## config.mk

```make
export PLATFORM = sky130hd
export DESIGN_NAME = dma_fifo_drain
export DESIGN_NICKNAME = d
export VERILOG_FILES = /design/src/rtl/dma_fifo_drain.sv
export SDC_FILE = /design/constraint.sdc
export NUM_CORES = 1
export LEC_CHECK = 0
export ABC_AREA = 1
export BUFFER_PORTS_ARGS = -buffer_cell sky130_fd_sc_hd__buf_2
export CAP_MARGIN = 10
export CORE_MARGIN = 3
export CORE_UTILIZATION = 52
export CTS_CLUSTER_DIAMETER = 200
export CTS_CLUSTER_SIZE = 20
export DETAILED_ROUTE_END_ITERATION = 16
export PLACE_DENSITY = 0.85
export SLEW_MARGIN = 30
export SYNTH_ARGS = -nofsm -noshare
export SYNTH_HDL_FRONTEND = slang
export SYNTH_SLANG_ARGS = --single-unit
```

## constraint.sdc

```tcl
create_clock -name clk -period 1.9 [get_ports clk]
set_clock_uncertainty 0.2 [all_clocks]
set_input_delay 0.19 -clock clk [delete_from_list [all_inputs] [get_ports clk]]
set_output_delay 0.19 -clock clk [all_outputs]
set_load 0.1 [all_outputs]
```

## src/rtl/dma_fifo_drain.sv

```systemverilog
// dma_fifo_drain
//   Read-side engine for the DMA data FIFO. It pops a programmed number of
//   beats and presents them as a valid/ready stream. Pops are tracked while
//   their data is in flight (the FIFO answers OUTPUT_DELAY cycles after a
//   pop). A small skid buffer absorbs every in-flight beat, so backpressure
//   never loses data and throughput stays at one beat per cycle.
//
//   state | meaning
//   ------+----------------------------------------------------------
//   IDLE  | waiting for start_i
//   RUN   | popping the FIFO; beats stream out as they return
//   DRAIN | all pops issued; emptying in-flight data and skid buffer
//   DONE  | one-cycle completion pulse on done_o
//
// Ports
//   clk, rstn          clock, asynchronous active-low reset
//   clear_i            synchronous abort/flush (wins over start_i)
//   start_i, len_i     start a transfer of len_i beats (sampled in IDLE)
//   busy_o, done_o     RUN/DRAIN indicator, completion pulse
//   fifo_read_o        FIFO pop request
//   fifo_empty_i       FIFO empty flag
//   fifo_data_i        FIFO read data, OUTPUT_DELAY cycles after a pop
//   m_valid_o, m_ready_i, m_data_o, m_last_o   output stream
module dma_fifo_drain #(
    parameter int WIDTH        = 128,
    parameter int OUTPUT_DELAY = 1,
    parameter int LEN_W        = 16,
    parameter int SKID_DEPTH   = OUTPUT_DELAY + 2
) (
    input  logic             clk,
    input  logic             rstn,
    input  logic             clear_i,
    input  logic             start_i,
    input  logic [LEN_W-1:0] len_i,
    output logic             busy_o,
    output logic             done_o,
    output logic             fifo_read_o,
    input  logic             fifo_empty_i,
    input  logic [WIDTH-1:0] fifo_data_i,
    output logic             m_valid_o,
    input  logic             m_ready_i,
    output logic [WIDTH-1:0] m_data_o,
    output logic             m_last_o
);

    localparam int CNT_W = $clog2(SKID_DEPTH + 1);
    localparam int PTR_W = (SKID_DEPTH > 1) ? $clog2(SKID_DEPTH) : 1;

    typedef enum logic [1:0] {
        S_IDLE  = 2'd0,
        S_RUN   = 2'd1,
        S_DRAIN = 2'd2,
        S_DONE  = 2'd3
    } state_t;

    state_t state, state_nxt;

    logic [LEN_W-1:0]        rem_pop;
    logic [LEN_W-1:0]        rem_out;
    logic [OUTPUT_DELAY-1:0] inflight_sr;
    logic [CNT_W-1:0]        inflight_cnt;
    logic [CNT_W-1:0]        skid_cnt;
    logic [PTR_W-1:0]        wr_ptr;
    logic [PTR_W-1:0]        rd_ptr;
    logic [WIDTH-1:0]        skid_mem [SKID_DEPTH];
    logic [CNT_W:0]          occupancy;
    logic                    pop;
    logic                    push;
    logic                    hs;

    function automatic logic [PTR_W-1:0] ptr_inc(input logic [PTR_W-1:0] p);
        // depth need not be a power of two, so wrap explicitly
        if (p == PTR_W'(SKID_DEPTH - 1))
            return '0;
        return p + PTR_W'(1);
    endfunction

    // Slots already promised (in flight) plus slots holding data. Only
    // registered counts are used, so a freed slot is credited next cycle.
    assign occupancy   = {1'b0, inflight_cnt} + {1'b0, skid_cnt};
    assign pop         = (state == S_RUN) & ~fifo_empty_i & (rem_pop != '0)
                         & (occupancy < (CNT_W+1)'(SKID_DEPTH));
    assign push        = inflight_sr[OUTPUT_DELAY-1];
    assign fifo_read_o = pop;

    assign m_valid_o = (skid_cnt != '0);
    assign hs        = m_valid_o & m_ready_i;
    assign m_data_o  = skid_mem[rd_ptr];
    assign m_last_o  = m_valid_o & (rem_out == LEN_W'(1));

    assign busy_o = (state == S_RUN) || (state == S_DRAIN);
    assign done_o = (state == S_DONE);

    always_ff @(posedge clk or negedge rstn) begin
        if (!rstn)
            state <= S_IDLE;
        else
            state <= state_nxt;
    end

    always_comb begin
        state_nxt = state;
        case (state)
            S_IDLE:  if (start_i) state_nxt = (len_i != '0) ? S_RUN : S_DONE;
            S_RUN:   if (pop && rem_pop == LEN_W'(1)) state_nxt = S_DRAIN;
            S_DRAIN: if (hs && m_last_o) state_nxt = S_DONE;
            S_DONE:  state_nxt = S_IDLE;
            default: state_nxt = S_IDLE;
        endcase
        if (clear_i)
            state_nxt = S_IDLE;
    end

    always_ff @(posedge clk or negedge rstn) begin
        if (!rstn) begin
            rem_pop      <= '0;
            rem_out      <= '0;
            inflight_sr  <= '0;
            inflight_cnt <= '0;
            skid_cnt     <= '0;
            wr_ptr       <= '0;
            rd_ptr       <= '0;
            for (int i = 0; i < SKID_DEPTH; i++)
                skid_mem[i] <= '0;
        end else if (clear_i) begin
            // zeroing the shift register discards data still in flight
            rem_pop      <= '0;
            rem_out      <= '0;
            inflight_sr  <= '0;
            inflight_cnt <= '0;
            skid_cnt     <= '0;
            wr_ptr       <= '0;
            rd_ptr       <= '0;
            for (int i = 0; i < SKID_DEPTH; i++)
                skid_mem[i] <= '0;
        end else begin
            if (state == S_IDLE && start_i) begin
                rem_pop <= len_i;
                rem_out <= len_i;
            end else begin
                if (pop)
                    rem_pop <= rem_pop - LEN_W'(1);
                if (hs)
                    rem_out <= rem_out - LEN_W'(1);
            end

            for (int i = OUTPUT_DELAY - 1; i > 0; i--)
                inflight_sr[i] <= inflight_sr[i-1];
            inflight_sr[0] <= pop;
            inflight_cnt   <= inflight_cnt + CNT_W'(pop) - CNT_W'(push);

            if (push) begin
                skid_mem[wr_ptr] <= fifo_data_i;
                wr_ptr           <= ptr_inc(wr_ptr);
            end
            if (hs)
                rd_ptr <= ptr_inc(rd_ptr);
            skid_cnt <= skid_cnt + CNT_W'(push) - CNT_W'(hs);
        end
    end

endmodule

```

==> impl_metrics.yaml <==
run_status:
  status: "finished, violations left"
  violations: "setup timing"
drt:
  routed_wl_um: 82930
  vias: 21030
  drtAntennaViolNets: 0
  drtIter0Drc: 3165
  first_pass_iters: 6
  avgViaCountPerCell: 6.687
  drc: 0
  wl_per_cell_um: 26.38
synthesis:
  synth-edff-count: 0
  synthTopCellsByArea: "dfrtp_1 55%, o21ai_0 10%, nand3_1 7.5%, inv_1 6.1%, a22oi_1 4.6%"
  yosysTopAreaCellShare_pct: 55.04
  syn_nets: 2307
  async_flop_share_pct: 100.0
  synth_top_area_cell: "dfrtp_1"
  synthDistinctLibCells: 42
  yosys_warnings: 0
  yosysSeqAreaShare_pct: 55.04
  synthFlopType: "dfrtp_1"
  syn_area_mm2: 0.01941
  syn_inst: 2142
  syn_avg_cell_area_um2: 9.063
  synth-seq-cells: 427
layout:
  fin_util_pct: 80.13
  final_nets: 2840
  fillers: 1899
  syn2layout_area_growth_pct: 51.46
  layout_common_cells: "424 x dfrtp_1, 301 x inv_1, 287 x nand3_1"
  drive_above_1_share_pct: 30.89
  final_cell_area_mm2: 0.02940
  final_common_cell: "dfrtp_1"
  final_cells: 3144
floorplanning:
  io_pins: 283
  dieArea_mm2: 0.03969
  start_util_pct: 52.90
  die_y_um: 199.2
  dieWidth_um: 199.2
  fp-row-count: 70
  core-area_mm2: 0.03670
setup_path:
  path_class: "register to primary output"
  crit_fanout: 7
  arrival_ns: 2.46
  cp.required_ns: 1.51
  startpoint_type: "register"
  end_kind: "primary output"
power_and_ir_drop:
  p_leak_nw: 13.15
  power_density_mw_per_mm2: 1044
  vdd.ir_drop.worst_uv: 1516
sta:
  max_freq_mhz: 351.2
  slew_viol_final: 0
  slew_headroom_pct: 42.72
  fin_crit_ns: 2.848
  tightest_slew_ns: 0.8503
  grt_setup_unrepaired: "yes"
  period_share_pct: 149.9
  fin_tns_setup_ns: -90.80
  finalSetupViolCount: 161
  worst_slack_ns: -0.9478
  finalHoldViolations: 0
  whs_ns: 0.1426
cts:
  clk_pin_slew_worst_paths_ns: 0.09
  cts_buffer_depth: 3
  cts_tree: "built"
  h-tree-depth: 1
  clk_latency_ns: 0.55
  clock-sinks: 427
  root_buffer: "clkbuf_16"
  numCtsBuffers: 25
global_route:
  grt_pass1_vias: 20310
  grt_start_max_net_pins: 107
  antenna_found_initial: 2
  grt_overflow_total: 0
  grt_pass1_wl_um: 112300
  track_usage_pct: 35.61
placement:
  place.gp.congestion: 0.9308
  place_inst: 2907
  dpl.hpwl_um: 40660
  io_buffers: 282
  postPlaceCellArea_mm2: 0.02495
run:
  cap_violations: 0
min_path:
  hold_path.class: "primary input to register"
## per-layer routing
metal	global-route usage, %	routed length (µm)
met4	17.41	6693
met3	7.368	9485
met1	44.71	27770
met5	0	0
met2	59.25	38980
## path summary, 6_finish.rpt
| check | from | endpoint | slack [ns] | cells after the start |
|---|---|---|---|---|
| max reg2reg | skid_cnt[0] | inflight_cnt[1] | -0.41 | 11 |
| max | rd_ptr[0] | m_data_o[62] | -0.95 | 8 |
| max in group asynchronous | rstn | skid_mem[197] | 0.24 | 4 |
| min in group asynchronous | rstn | skid_mem[107] | 0.47 | 3 |
| min reg2reg | rem_out[15] | rem_out[15] | 0.32 | 2 |
| min | fifo_empty_i | inflight_sr | 0.14 | 8 |
## worst max-delay path, cell delays in order, from the launching register on
cell and delay [ns]:
dfrtp_2 0.44, inv_2 0.09, nor2_4 0.05, buf_12 0.15, buf_12 0.15, clkbuf_16 0.17, a22oi_2 0.46, o21ai_2 0.16
buf_12 0.21
## Yosys cell counts (4+ instances only)
master	n
o21ai_2	8
nand2_1	108
nand3_1	292
nand2_2	5
o21ai_0	391
nor2_1	76
xor2_1	7
nor2_2	7
o221ai_1	8
dfrtp_1	427
a22oi_1	120
a21oi_1	11
nor3_1	5
inv_1	318
nand3_2	9
buf_4	12
nor2_4	4
o211ai_1	4
ha_1	14
nand4_1	6
o22ai_1	136
buf_1	18
clkbuf_1	75
buf_2	51
o21ai_1	6
## sequential cells by signal, indices dropped and copies added (netlist names)
signal / flops
wr_ptr: 2
rem_out: 16
state: 2
rem_pop: 16
skid_mem: 384
inflight_sr: 1
inflight_cnt: 2
rd_ptr: 2
skid_cnt: 2
## kinds of logic after synthesis
group	Yosys count	synth area share (%)
xor gates and xnor gates	9	0.4061
buffers and inverters	480	9.970
and+or+nand+nor	519	12.81
adders and majority gates	15	1.005
DFF	427	55.04
AOI/OAI and AO/OA	692	20.77
## where the power goes
part | leakage, nW | switching (W) | internal, W
clock | 0.315 | 0.00311 | 0.00236
sequential | 5.91 | 0.000600 | 0.00975
combinational | 6.93 | 0.00884 | 0.00603
total | 13.2 | 0.0125 | 0.0181
## area by class of cell
cell class | count | area, µm² | share of cell area (%)
Sequential cell | 427 | 10690 | 36.35
Inverter | 321 | 1236 | 4.204
Clock buffer | 25 | 625.6 | 2.128
Timing Repair Buffer | 664 | 7904 | 26.88
Antenna cell | 2 | 5.005 | 0.01702
Clock inverter | 1 | 16.27 | 0.05532
Multi-Input combinational cell | 1236 | 8343 | 28.37
Tap cell | 468 | 585.6 | 1.991
## through the flow
step | setup slack, ns | total power, W
detailed placement | -0.2290 | 0.02172
finish | -0.9478 | 0.03069
global route | -1.092 | 0.03168
global placement | -0.2053 | 0.02147
CTS | -0.6659 | 0.02827
floorplan | -1.557 | 0.01696
## what timing repair did
action / 4_1_cts / 5_1_grt
hold buffers: 149 / 0
pin swaps: 11 / 19
gates cloned: 7 / 18
endpoints found under the setup margin: 155 / 173
endpoints found under the hold margin: 849 / 0
setup buffers: 13 / 25
resized for setup: 182 / 259
No activity file was read; power rests on OpenSTA's default activity.
